**config.mk**
```make
export PLATFORM = sky130hd
export DESIGN_NAME = ntt_mdc_commutator
export DESIGN_NICKNAME = d
export VERILOG_FILES = /design/src/rtl/ntt_mdc_commutator.sv
export SDC_FILE = /design/constraint.sdc
export NUM_CORES = 1
export LEC_CHECK = 0
export BUFFER_PORTS_ARGS = -buffer_cell sky130_fd_sc_hd__buf_4
export CORE_UTILIZATION = 62
export DETAILED_ROUTE_END_ITERATION = 7
export GPL_TIMING_DRIVEN = 0
export PLACE_DENSITY = 0.84
export SLEW_MARGIN = 20
export SYNTH_ARGS = -nofsm -noshare
export SYNTH_HDL_FRONTEND = slang
export SYNTH_SLANG_ARGS = --single-unit
export TNS_END_PERCENT = 10
```
**constraint.sdc**
```tcl
create_clock -name clk -period 15.3 [get_ports clk]
set_input_delay 3.06 -clock clk [delete_from_list [all_inputs] [get_ports clk]]
set_output_delay 3.06 -clock clk [all_outputs]
set_load 0.1 [all_outputs]
```
**src/rtl/ntt_mdc_commutator.sv**
```systemverilog
// Radix-2 MDC NTT commutator: lane 1 and switch lane 0 each pass through
// a D-beat delay line; a frame ends with D zero-input drain beats.
module ntt_mdc_commutator #(
    parameter int LOGQ       = 32,
    parameter int DEPTH      = 4,
    parameter int RAM_THRESH = 128
) (
    input  logic            clk,
    input  logic            rst,
    input  logic            in_valid,
    output logic            in_ready,
    input  logic            in_last,
    input  logic [LOGQ-1:0] in_0,
    input  logic [LOGQ-1:0] in_1,
    output logic            out_valid,
    input  logic            out_ready,
    output logic [LOGQ-1:0] out_0,
    output logic [LOGQ-1:0] out_1,
    output logic            out_last,
    output logic            busy
);
    localparam int LOG_D = $clog2(DEPTH);
    localparam int KW = LOG_D + 1;
    localparam logic [KW-1:0] K_D1 = KW'(DEPTH - 1);
    localparam logic [KW-1:0] K_ONE = KW'(1);

    localparam logic [1:0] S_IDLE  = 2'd0;
    localparam logic [1:0] S_FILL  = 2'd1;
    localparam logic [1:0] S_RUN   = 2'd2;
    localparam logic [1:0] S_DRAIN = 2'd3;

    logic [1:0]      state_q, state_d;
    logic [KW-1:0]   k_q, k_d;
    logic [KW-1:0]   dcnt_q, dcnt_d;
    logic            primed_q, primed_d;
    logic            out_valid_q, out_valid_d;
    logic            out_last_q, out_last_d;
    logic [LOGQ-1:0] out_0_q, out_0_d;
    logic [LOGQ-1:0] out_1_q, out_1_d;

    logic            draining, can_move;
    logic            adv_in, adv_dr, adv;
    logic            drain_end, sel;
    logic [LOGQ-1:0] lane0, lane1;
    logic [LOGQ-1:0] sw0, sw1;
    logic [LOGQ-1:0] a_out, b_out;

    assign draining  = (state_q == S_DRAIN);
    assign can_move  = out_ready | ~out_valid_q;
    assign in_ready  = rst & ~draining & can_move;
    assign adv_in    = in_valid & in_ready;
    assign adv_dr    = draining & can_move;
    assign adv       = adv_in | adv_dr;
    assign drain_end = adv_dr & (dcnt_q == K_D1);
    assign sel       = k_q[LOG_D];

    // drain beats push zeros through both lanes
    assign lane0 = draining ? '0 : in_0;
    assign lane1 = draining ? '0 : in_1;
    assign sw0   = sel ? a_out : lane0;
    assign sw1   = sel ? lane0 : a_out;

    generate
        if (DEPTH <= RAM_THRESH) begin : g_reg
            logic [LOGQ-1:0] a_line_q [DEPTH];
            logic [LOGQ-1:0] b_line_q [DEPTH];

            always_ff @(posedge clk) begin
                if (adv) begin
                    a_line_q[0] <= lane1;
                    b_line_q[0] <= sw0;
                    for (int i = 1; i < DEPTH; i++) begin
                        a_line_q[i] <= a_line_q[i-1];
                        b_line_q[i] <= b_line_q[i-1];
                    end
                end
            end

            assign a_out = a_line_q[DEPTH-1];
            assign b_out = b_line_q[DEPTH-1];
        end else begin : g_ram
            // k mod D is a circular pointer: each slot is read D beats after its write
            logic [LOGQ-1:0] a_mem [DEPTH];
            logic [LOGQ-1:0] b_mem [DEPTH];
            logic [LOG_D-1:0] ptr;

            assign ptr = k_q[LOG_D-1:0];

            always_ff @(posedge clk) begin
                if (adv) begin
                    a_mem[ptr] <= lane1;
                    b_mem[ptr] <= sw0;
                end
            end

            assign a_out = a_mem[ptr];
            assign b_out = b_mem[ptr];
        end
    endgenerate

    always_comb begin
        state_d  = state_q;
        k_d      = k_q;
        dcnt_d   = dcnt_q;
        primed_d = primed_q;
        if (adv) begin
            k_d = k_q + K_ONE;
            if (k_q == K_D1) primed_d = 1'b1;
        end
        case (state_q)
            S_IDLE, S_FILL: begin
                if (adv_in) begin
                    if (in_last) state_d = S_DRAIN;
                    else if (k_q == K_D1) state_d = S_RUN;
                    else state_d = S_FILL;
                end
            end
            S_RUN: begin
                if (adv_in && in_last) state_d = S_DRAIN;
            end
            S_DRAIN: begin
                if (adv_dr) begin
                    dcnt_d = dcnt_q + K_ONE;
                    if (dcnt_q == K_D1) begin
                        state_d  = S_IDLE;
                        k_d      = '0;
                        dcnt_d   = '0;
                        primed_d = 1'b0;
                    end
                end
            end
            default: state_d = S_IDLE;
        endcase
    end

    // only beats issued after D pushes carry a defined pair
    always_comb begin
        out_valid_d = out_valid_q;
        out_last_d  = out_last_q;
        out_0_d     = out_0_q;
        out_1_d     = out_1_q;
        if (adv) begin
            out_valid_d = primed_q;
            out_last_d  = drain_end;
            if (primed_q) begin
                out_0_d = b_out;
                out_1_d = sw1;
            end
        end else if (out_ready) begin
            out_valid_d = 1'b0;
            out_last_d  = 1'b0;
        end
    end

    always_ff @(posedge clk or negedge rst) begin
        if (!rst) begin
            state_q     <= S_IDLE;
            k_q         <= '0;
            dcnt_q      <= '0;
            primed_q    <= 1'b0;
            out_valid_q <= 1'b0;
            out_last_q  <= 1'b0;
            out_0_q     <= '0;
            out_1_q     <= '0;
        end else begin
            state_q     <= state_d;
            k_q         <= k_d;
            dcnt_q      <= dcnt_d;
            primed_q    <= primed_d;
            out_valid_q <= out_valid_d;
            out_last_q  <= out_last_d;
            out_0_q     <= out_0_d;
            out_1_q     <= out_1_d;
        end
    end

    assign out_valid = out_valid_q;
    assign out_last  = out_last_q;
    assign out_0     = out_0_q;
    assign out_1     = out_1_q;
    assign busy      = (state_q != S_IDLE);

endmodule
```
==> flow_metrics.env, run 1 <==
export IMPL_tns_ns=0
export IMPL_drcViolationCount=0
export IMPL_capture_point_of_the_worst_reg_to_reg_path="g_reg.b_line_q[1][21]"
export IMPL_grtUsageTotal_pct=21.34
export IMPL_largest_net_degree_at_the_start_of_global_routing=120
export IMPL_total_core_area_sq_mm=0.01871
export IMPL_max_clock_path_buffers=3
export IMPL_postCtsResizedCells=0
export IMPL_status="complete, no violations"
export IMPL_post_route_min_period_ns=7.323
export IMPL_synth_top_area_share_pct=64.86
export IMPL_residual_antenna_violating_net_count_after_detailed_routing=0
export IMPL_routed_wl_um=20390
export IMPL_fmax_mhz=136.5
export IMPL_fp_dieArea_sq_mm=0.01967
export IMPL_worst_min_path_start="g_reg.a_line_q[2][3]"
export IMPL_average_wire_length_per_cell_after_detail_routing_um=19.29
export IMPL_rsz_0062_raised_after_global_routing="no"
export IMPL_port_buffers=136
export IMPL_post_cts_buffers=0
export IMPL_io_pins=137
export IMPL_setup_violations_final=0
export IMPL_routed_via_count=6018
export IMPL_r2r_worst_path_cells=5
export IMPL_seq_area_frac_synth_pct=80.69
export IMPL_final_net_count=870
export IMPL_worst_hold_path_type="flop to flop"
export IMPL_syn2layout_area_growth_pct=19.10
export IMPL_ys_flop_type="edfxtp_1"
export IMPL_critical_path_startpoint_type="input pin"
export IMPL_ctsHoldBuffers=0
export IMPL_synthesis_instances=628
export IMPL_floorplan_initialDensity_pct=63.36
export IMPL_clock_latency_ns=0.55
export IMPL_post_synth_top_count_cell="edfxtp_1"
export IMPL_drt_first_pass_iters=6
export IMPL_first_global_vias=6098
export IMPL_final_layout_size_suffix_gt1_share_pct=31.27
export IMPL_htree_num_levels=1
export IMPL_max_cap_viol_count=0
export IMPL_timing_clock_skew_ns=0.01137
export IMPL_whs_path_depth=0
export IMPL_synthesis_area_sq_mm=0.01185
export IMPL_min_period_over_period_pct=47.87
export IMPL_clk_pin_slew_worst_paths_ns=0.06
export IMPL_antenna_found_initial=0
export IMPL_fp_row_count=50
export IMPL_timing_hold_violations_final=0
export IMPL_number_of_warning_messages_in_the_yosys_log=0
export IMPL_crit_fanout=80
export IMPL_finalCoreUtilization_pct=75.46
export IMPL_synth_edf_count=256
export IMPL_syn_nets=700
export IMPL_critical_path_arrival_ns=4.26
export IMPL_worst_slew_pin_transition_ns=0.9257
export IMPL_place_gp_congestion=0.9085
export IMPL_syn_avg_cell_area_sq_um=18.87
export IMPL_tritoncts_num_buffers=30
export IMPL_total_global_routing_overflow=0
export IMPL_cell_taking_the_most_area_after_synthesis="edfxtp_1"
export IMPL_tritoncts_clock_tree="yes"
export IMPL_worst_hold_path_endpoint="g_reg.a_line_q[3][3]"
export IMPL_reg2reg_slack_ns=12.88
export IMPL_worstSetupPathType="input pin to primary output"
export IMPL_grt_pass1_wl_um=31860
export IMPL_dp_hpwl_um=12900
export IMPL_fp_dieH_um=140.3
export IMPL_fin_worst_hold_slack_ns=0.4135
export IMPL_synthArstFlopShare_pct=22.66
export IMPL_timing_max_slew_rel_slack_pct=37.81
export IMPL_cts_root_buffer_cell="clkbuf_16"
export IMPL_final_fill_count=1006
export IMPL_cp_capture_type="primary output"
export IMPL_synth_seq_cells=331
export IMPL_crit_reg2reg_launch="out_valid"
export IMPL_avgViaCountPerCell=5.693
export IMPL_slew_viol_final=0
export IMPL_netlist_top_cells_area="edfxtp_1, dfrtp_1, mux2_4, a22o_1, nand2_1"
export IMPL_yosys_cell_types_count=36
export IMPL_required_ns=12.24
export IMPL_cts_sink_count=331
export IMPL_drtIter0Drc=391
export IMPL_top_cells_by_instance_count_after_synthesis="edfxtp_1, dfrtp_1, nand2_1, mux2_4, o21ai_0"
export IMPL_fp_dieW_um=140.3
-- logic make-up after synthesis --
family | count (synthesis) | share of synthesized area, %
simple gates | 114 | 4.529
fa+ha+maj | 3 | 0.3167
flops | 331 | 80.69
compound gates | 82 | 4.867
buf+inv | 34 | 1.963
mux | 64 | 7.632
-- placed cells by master (no fill, tap or decap), types with 2 or more instances in the layout --
| master | instances |
|---|---|
| mux2_4 | 49 |
| nand2_1 | 68 |
| a22o_1 | 32 |
| nand2b_1 | 3 |
| clkbuf_16 | 31 |
| buf_12 | 5 |
| nor2_1 | 3 |
| buf_2 | 4 |
| clkbuf_1 | 28 |
| edfxtp_1 | 256 |
| dfrtp_1 | 75 |
| buf_16 | 2 |
| inv_1 | 4 |
| and2_1 | 32 |
| mux2_2 | 15 |
| clkinv_1 | 7 |
| a21oi_1 | 2 |
| clkinv_2 | 6 |
| buf_4 | 137 |
| and3_1 | 2 |
| ha_1 | 3 |
| o2111ai_1 | 2 |
| o21ai_0 | 36 |
-- sequential cells by signal, summed over array words and instances, names as in the netlist --
register and flops:
g_reg.a_line_q 128, g_reg.b_line_q 128, out_0 32, out_1 32, dcnt_q 3, k_q 3
state_q 2, out_last 1, out_valid 1, primed_q 1
-- layer usage --
metal | routed length (um) | up-vias | track usage (%) | share of wire [%]
li1 | - | 2700 | - | -
met1 | 7771 | 2917 | 26.34 | 38
met2 | 10160 | 308 | 36.13 | 50
met3 | 1450 | 93 | 4.000 | 7.1
met4 | 1006 | 0 | 11.51 | 4.9
met5 | 0 | - | 0 | 0
-- layout make-up --
cell class,count,area (sq um),share of cell area [%]
sequential,331,9564,67.75
buffer,29,214.0,1.516
inverter,5,26.28,0.1861
tap,234,292.8,2.074
multi-input combinational,263,2056,14.56
antenna,1,2.502,0.01773
timing repair buffer,138,1080,7.649
clock buffer,42,817.0,5.788
clock inverter,14,63.81,0.4520
-- per-stage QoR --
step	worst slack, ns	std cells	area, sq um
after detailed placement	7.684	1000	13230
after floorplan	6.105	628	11850
final	7.977	1057	14120
after CTS	7.666	1056	14110
after global routing	7.844	1056	14110
after global placement	4.080	998	13170
-- how the worst max path moves through the flow --
stage | start | endpoint | cells after the start | slack (ns)
6_report | rst | in_ready | 3 | 7.98
2_1_floorplan | out_ready | k_q[2] | 5 | 6.10
3_5_place_dp | rst | in_ready | 3 | 7.68
3_3_place_gp | rst | k_q[2] | 5 | 4.08
5_1_grt | rst | in_ready | 3 | 7.84
4_1_cts | rst | in_ready | 3 | 7.67
-- worst max-delay path: stages --
cell and delay (ns):
buf_6 0.54, and3_1 0.30, buf_4 0.30
Power of run 1 is not shown: default switching activity piles up to over one toggle a cycle in this logic, so the estimate is an artifact.
==> run 2: changes to the inputs <==
--- a/config.mk
+++ b/config.mk
@@ -5,11 +5,12 @@
 export SDC_FILE = /design/constraint.sdc
 export NUM_CORES = 1
 export LEC_CHECK = 0
+export ABC_AREA = 1
 export BUFFER_PORTS_ARGS = -buffer_cell sky130_fd_sc_hd__buf_4
-export CORE_UTILIZATION = 62
+export CORE_UTILIZATION = 57
 export DETAILED_ROUTE_END_ITERATION = 7
 export GPL_TIMING_DRIVEN = 0
-export PLACE_DENSITY = 0.84
+export PLACE_DENSITY = 0.78
 export SLEW_MARGIN = 20
 export SYNTH_ARGS = -nofsm -noshare
 export SYNTH_HDL_FRONTEND = slang
==> constraint.sdc (replaced) <==
create_clock -name clk -period 7.37 [get_ports clk]
set_input_delay 1.474 -clock clk [delete_from_list [all_inputs] [get_ports clk]]
set_output_delay 1.474 -clock clk [all_outputs]
set_load 0.1 [all_outputs]
==> flow_metrics.env, run 2 <==
export IMPL_floorplan_initialDensity_pct=58.94
export IMPL_worstSetupPathType="input pin to primary output"
export IMPL_max_cap_viol_count=0
export IMPL_timing_max_slew_rel_slack_pct=34.65
export IMPL_avgViaCountPerCell=5.009
export IMPL_crit_top_cell="buf_4"
export IMPL_syn_avg_cell_area_sq_um=14.34
export IMPL_max_clock_path_buffers=3
export IMPL_r2r_worst_path_cells=6
export IMPL_critical_path_top_delay_family="buffers and inverters"
export IMPL_average_wire_length_per_cell_after_detail_routing_um=15.09
export IMPL_total_core_area_sq_mm=0.01978
export IMPL_min_period_over_period_pct=58.87
export IMPL_critical_path_arrival_ns=2.86
export IMPL_grt_pass1_wl_um=30440
export IMPL_reg2reg_slack_ns=4.83
export IMPL_first_global_vias=6081
export IMPL_placedInstanceArea_sq_mm=0.01308
export IMPL_fp_dieArea_sq_mm=0.02103
export IMPL_synthArstFlopShare_pct=22.66
export IMPL_dp_worst_setup_slack_ns=2.949
export IMPL_crit_fanout=77
export IMPL_fin_area_sq_mm=0.01404
export IMPL_synth_top_area_share_pct=65.94
export IMPL_required_ns=5.90
export IMPL_post_synth_top_count_cell="edfxtp_1"
export IMPL_cp_cell_sequence="buf_4 > nand3_1 > inv_1 > buf_4"
export IMPL_largest_net_degree_at_the_start_of_global_routing=100
export IMPL_residual_antenna_violating_net_count_after_detailed_routing=0
export IMPL_timing_clock_skew_ns=0.02400
export IMPL_fp_row_count=51
export IMPL_cp_capture_type="primary output"
export IMPL_dp_hpwl_um=12700
export IMPL_io_pins=137
export IMPL_tritoncts_num_buffers=31
export IMPL_final_net_count=1056
export IMPL_tns_ns=0
export IMPL_critical_path_startpoint_type="input pin"
export IMPL_ctsHoldBuffers=0
export IMPL_final_setup_worst_slack_ns=3.031
export IMPL_syn2layout_area_growth_pct=20.42
export IMPL_drtIter0Drc=364
export IMPL_htree_num_levels=1
export IMPL_drt_first_pass_iters=5
export IMPL_post_route_min_period_ns=4.339
export IMPL_yosys_cell_types_count=23
export IMPL_final_layout_size_suffix_gt1_share_pct=19.92
export IMPL_ys_flop_type="edfxtp_1"
export IMPL_drcViolationCount=0
export IMPL_port_buffers=136
export IMPL_netlist_top_cells_area="edfxtp_1, dfrtp_1, nand2_1, o21ai_0, nand3_1"
export IMPL_clk_pin_slew_worst_paths_ns=0.06
export IMPL_final_common_cell="edfxtp_1"
export IMPL_worst_hold_path_type="flop to flop"
export IMPL_path_buf_inv=3
export IMPL_timing_hold_violations_final=0
export IMPL_synthesis_area_sq_mm=0.01166
export IMPL_num_antenna_cells=0
export IMPL_clock_latency_ns=0.55
export IMPL_synth_seq_cells=331
export IMPL_capture_point_of_the_worst_reg_to_reg_path="g_reg.a_line_q[3][14]"
export IMPL_cpMaxStageDelayCell="buf_4"
export IMPL_worst_hold_path_endpoint="g_reg.b_line_q[2][30]"
export IMPL_fp_dieW_um=145.0
export IMPL_timing_critical_path_slowest_cell_delay_ns=0.73
export IMPL_total_global_routing_overflow=0
export IMPL_routed_wl_um=19220
export IMPL_rsz_0062_raised_after_global_routing="no"
export IMPL_routed_via_count=6382
export IMPL_cts_sink_count=331
export IMPL_tritoncts_clock_tree="yes"
export IMPL_status="complete, no violations"
export IMPL_number_of_warning_messages_in_the_yosys_log=0
export IMPL_grtUsageTotal_pct=18.38
export IMPL_fmax_mhz=230.5
export IMPL_whs_path_depth=0
export IMPL_place_gp_congestion=0.8727
export IMPL_cts_root_buffer_cell="clkbuf_16"
export IMPL_slew_viol_final=0
export IMPL_worst_min_path_start="g_reg.b_line_q[1][30]"
export IMPL_fp_dieH_um=145.0
export IMPL_post_cts_buffers=0
export IMPL_synth_edf_count=256
export IMPL_setup_violations_final=0
export IMPL_worst_slew_pin_transition_ns=0.9803
export IMPL_crit_reg2reg_launch="state_q[1]"
export IMPL_seq_area_frac_synth_pct=82.03
export IMPL_antenna_found_initial=0
export IMPL_synthesis_instances=813
export IMPL_cell_taking_the_most_area_after_synthesis="edfxtp_1"
export IMPL_mostFrequentLayoutCells="edfxtp_1, nand2_1, buf_4"
export IMPL_postCtsResizedCells=0
export IMPL_top_cells_by_instance_count_after_synthesis="edfxtp_1, nand2_1, o21ai_0, dfrtp_1, inv_1"
export IMPL_syn_nets=885
export IMPL_reg_top3="g_reg.a_line_q (128), g_reg.b_line_q (128)"
## run 2: changes by cell type after synthesis, sizes merged, moves of 3 or more
| cell | delta |
|---|---|
| nand2 | +145 |
| o21ai | +68 |
| mux2 | -64 |
| inv | +39 |
| nor2 | +36 |
| a22o | -33 |
| and2 | -32 |
| nand3 | +32 |
| buf | +6 |
| clkbuf | +3 |
| nand2b | -3 |
## run 2: area by class of cell
cell class                      count  area [sq um]
Tap cell                          265         331.6
Fill cell                        1304          5742
Multi-Input combinational cell    399          1730
Inverter                           45         170.2
Clock buffer                       44         844.6
Clock inverter                     14         118.9
Sequential cell                   331          9564
Buffer                             38         203.9
Timing Repair Buffer              138          1076
## run 2: cells by family (layout without fill, tap and decap cells)
family / after synthesis / count (layout) / synth area share, %
DFF: 331 / 331 / 82.03
and+or+nand+nor: 287 / 287 / 9.755
AOI/OAI and AO/OA: 108 / 108 / 4.679
buffers and inverters: 83 / 279 / 3.123
adders and majority gates: 3 / 3 / 0.3220
muxes: 1 / 1 / 0.08586
## run 2: stage by stage
step / hold slack, ns / util, % / instances
5_1_grt: 0.4175 / 70.97 / 1274
2_1_floorplan: 0.4003 / - / 813
4_1_cts: 0.4018 / 70.97 / 1274
3_3_place_gp: 0.4005 / 65.77 / 1214
3_5_place_dp: 0.4045 / 66.10 / 1216
6_report: 0.4041 / 70.97 / 1274
## run 2: worst max path at each step
stage,startpoint,end,slack (ns),cells past startpoint
6_report,rst,in_ready,3.03,4
5_1_grt,rst,in_ready,2.79,4
4_1_cts,rst,in_ready,2.95,4
3_5_place_dp,rst,in_ready,2.95,4
3_3_place_gp,rst,k_q[0],0.11,5
2_1_floorplan,out_ready,k_q[0],1.89,6
## run 2: worst register-to-register path: cells and delay by family (launching register included)
kind | cells | cell delay [ns]
and+or+nand+nor | 3 | 0.49
buffers and inverters | 3 | 1.22
DFF | 1 | 0.41
## run 2: layer usage
layer | wire (um) | vias up | track usage (%)
li1 | - | 3154 | -
met1 | 7813 | 2973 | 22.30
met2 | 9409 | 198 | 30.53
met3 | 1164 | 57 | 4.560
met4 | 835 | 0 | 9.787
met5 | 0 | - | 0
Power of run 2 is left out for the same reason.
==> run 3: changes to the inputs <==
--- a/config.mk
+++ b/config.mk
@@ -7,10 +7,10 @@
 export LEC_CHECK = 0
 export ABC_AREA = 1
 export BUFFER_PORTS_ARGS = -buffer_cell sky130_fd_sc_hd__buf_4
-export CORE_UTILIZATION = 57
+export CORE_UTILIZATION = 52
 export DETAILED_ROUTE_END_ITERATION = 7
 export GPL_TIMING_DRIVEN = 0
-export PLACE_DENSITY = 0.78
+export PLACE_DENSITY = 0.75
 export SLEW_MARGIN = 20
 export SYNTH_ARGS = -nofsm -noshare
 export SYNTH_HDL_FRONTEND = slang
==> constraint.sdc (replaced) <==
create_clock -name clk -period 3.65 [get_ports clk]
set_input_delay 0.73 -clock clk [delete_from_list [all_inputs] [get_ports clk]]
set_output_delay 0.73 -clock clk [all_outputs]
set_load 0.1 [all_outputs]
==> flow_metrics.env, run 3 (synthesized netlist as in run 2, its figures left out) <==
export IMPL_mostFrequentLayoutCells="edfxtp_1, nand2_1, buf_4"
export IMPL_final_common_cell="edfxtp_1"
export IMPL_slew_viol_final=0
export IMPL_drcViolationCount=0
export IMPL_clk_pin_slew_worst_paths_ns=0.06
export IMPL_reg_top3="g_reg.a_line_q (128), g_reg.b_line_q (128)"
export IMPL_final_layout_size_suffix_gt1_share_pct=20.14
export IMPL_cts_root_buffer_cell="clkbuf_16"
export IMPL_worst_hold_path_type="input pin to asynchronous set/reset pin"
export IMPL_io_pins=137
export IMPL_tritoncts_num_buffers=31
export IMPL_num_antenna_cells=0
export IMPL_timing_clock_skew_ns=0.01383
export IMPL_routed_wl_um=19400
export IMPL_dp_hpwl_um=12960
export IMPL_max_clock_path_buffers=3
export IMPL_fp_dieW_um=151.7
export IMPL_post_route_min_period_ns=2.617
export IMPL_total_core_area_sq_mm=0.02189
export IMPL_critical_path_arrival_ns=1.89
export IMPL_largest_net_degree_at_the_start_of_global_routing=103
export IMPL_antenna_found_initial=0
export IMPL_timing_hold_violations_final=0
export IMPL_total_global_routing_overflow=0
export IMPL_average_wire_length_per_cell_after_detail_routing_um=15.06
export IMPL_crit_fanout=77
export IMPL_clock_latency_ns=0.55
export IMPL_setup_violations_final=0
export IMPL_worst_slew_pin_transition_ns=0.7160
export IMPL_syn2layout_area_growth_pct=20.85
export IMPL_postCtsResizedCells=0
export IMPL_fp_row_count=54
export IMPL_status="complete, no violations"
export IMPL_timing_critical_path_slowest_cell_delay_ns=0.53
export IMPL_cp_cell_sequence="buf_6 > nand3_1 > inv_1 > buf_4"
export IMPL_floorplan_initialDensity_pct=53.26
export IMPL_dp_worst_setup_slack_ns=0.2102
export IMPL_critical_path_startpoint_type="input pin"
export IMPL_fmax_mhz=382.1
export IMPL_drt_first_pass_iters=4
export IMPL_avgViaCountPerCell=4.914
export IMPL_first_global_vias=5990
export IMPL_grtUsageTotal_pct=17.15
export IMPL_cp_capture_type="primary output"
export IMPL_htree_num_levels=1
export IMPL_residual_antenna_violating_net_count_after_detailed_routing=0
export IMPL_fp_dieArea_sq_mm=0.02302
export IMPL_final_setup_worst_slack_ns=1.033
export IMPL_min_period_over_period_pct=71.70
export IMPL_max_cap_viol_count=0
export IMPL_timing_max_slew_rel_slack_pct=52.26
export IMPL_grt_pass1_wl_um=30100
export IMPL_ctsHoldBuffers=0
export IMPL_worstSetupPathType="input pin to primary output"
export IMPL_required_ns=2.92
export IMPL_routed_via_count=6329
export IMPL_cts_sink_count=331
export IMPL_final_net_count=1056
export IMPL_cpMaxStageDelayCell="buf_6"
export IMPL_post_cts_buffers=0
export IMPL_rsz_0062_raised_after_global_routing="no"
export IMPL_place_gp_congestion=0.8775
export IMPL_fp_dieH_um=151.7
export IMPL_tns_ns=0
export IMPL_port_buffers=136
export IMPL_drtIter0Drc=295
export IMPL_tritoncts_clock_tree="yes"
[run 3: worst paths after layout]
path | start | to | slack (ns) | cells after the start
min reg2reg | g_reg.a_line_q[2][22] | g_reg.a_line_q[3][22] | 0.41 | 0
max in group asynchronous | rst | out_0[11] | 2.95 | 1
max reg2reg | state_q[0] | g_reg.a_line_q[1][15] | 1.13 | 6
max | rst | in_ready | 1.03 | 4
min | rst | out_1[10] | 0.22 | 1
min in group clk | g_reg.a_line_q[2][22] | g_reg.a_line_q[3][22] | 0.41 | 0
[run 3: final cells by class]
class | count | area (sq um)
flip-flops and latches | 331 | 9564
fillers | 1634 | 7801
multi-input cells | 399 | 1730
repair buffers | 138 | 1080
clock buffers | 39 | 825.8
well taps | 280 | 350.3
plain buffers | 38 | 203.9
inverters | 45 | 170.2
clock inverters | 18 | 165.2
[run 3: critical path: cells and delay by family]
family | cells | cell delay, ns
buffers and inverters | 3 | 0.93
AND/OR/NAND/NOR | 1 | 0.20
[run 3: through the flow]
step	instances	hold slack (ns)	util (%)	area, sq um
after floorplan	813	0.4003	-	11660
after CTS	1288	0.3812	64.35	14090
after detailed placement	1231	0.4045	59.82	13100
after global placement	1229	0.4002	59.53	13030
final	1288	0.2181	64.36	14090
after global routing	1288	0.2737	64.36	14090
[run 3: layer usage]
metal / share of wire, % / GRT usage (%) / wire (um) / vias up
li1: - / - / - / 3152
met1: 40 / 20.81 / 7759 / 2955
met2: 50 / 29.00 / 9719 / 172
met3: 6.9 / 4.581 / 1332 / 50
met4: 3.0 / 7.277 / 591 / 0
met5: 0 / 0 / 0 / -
Power of run 3 is left out for the same reason.
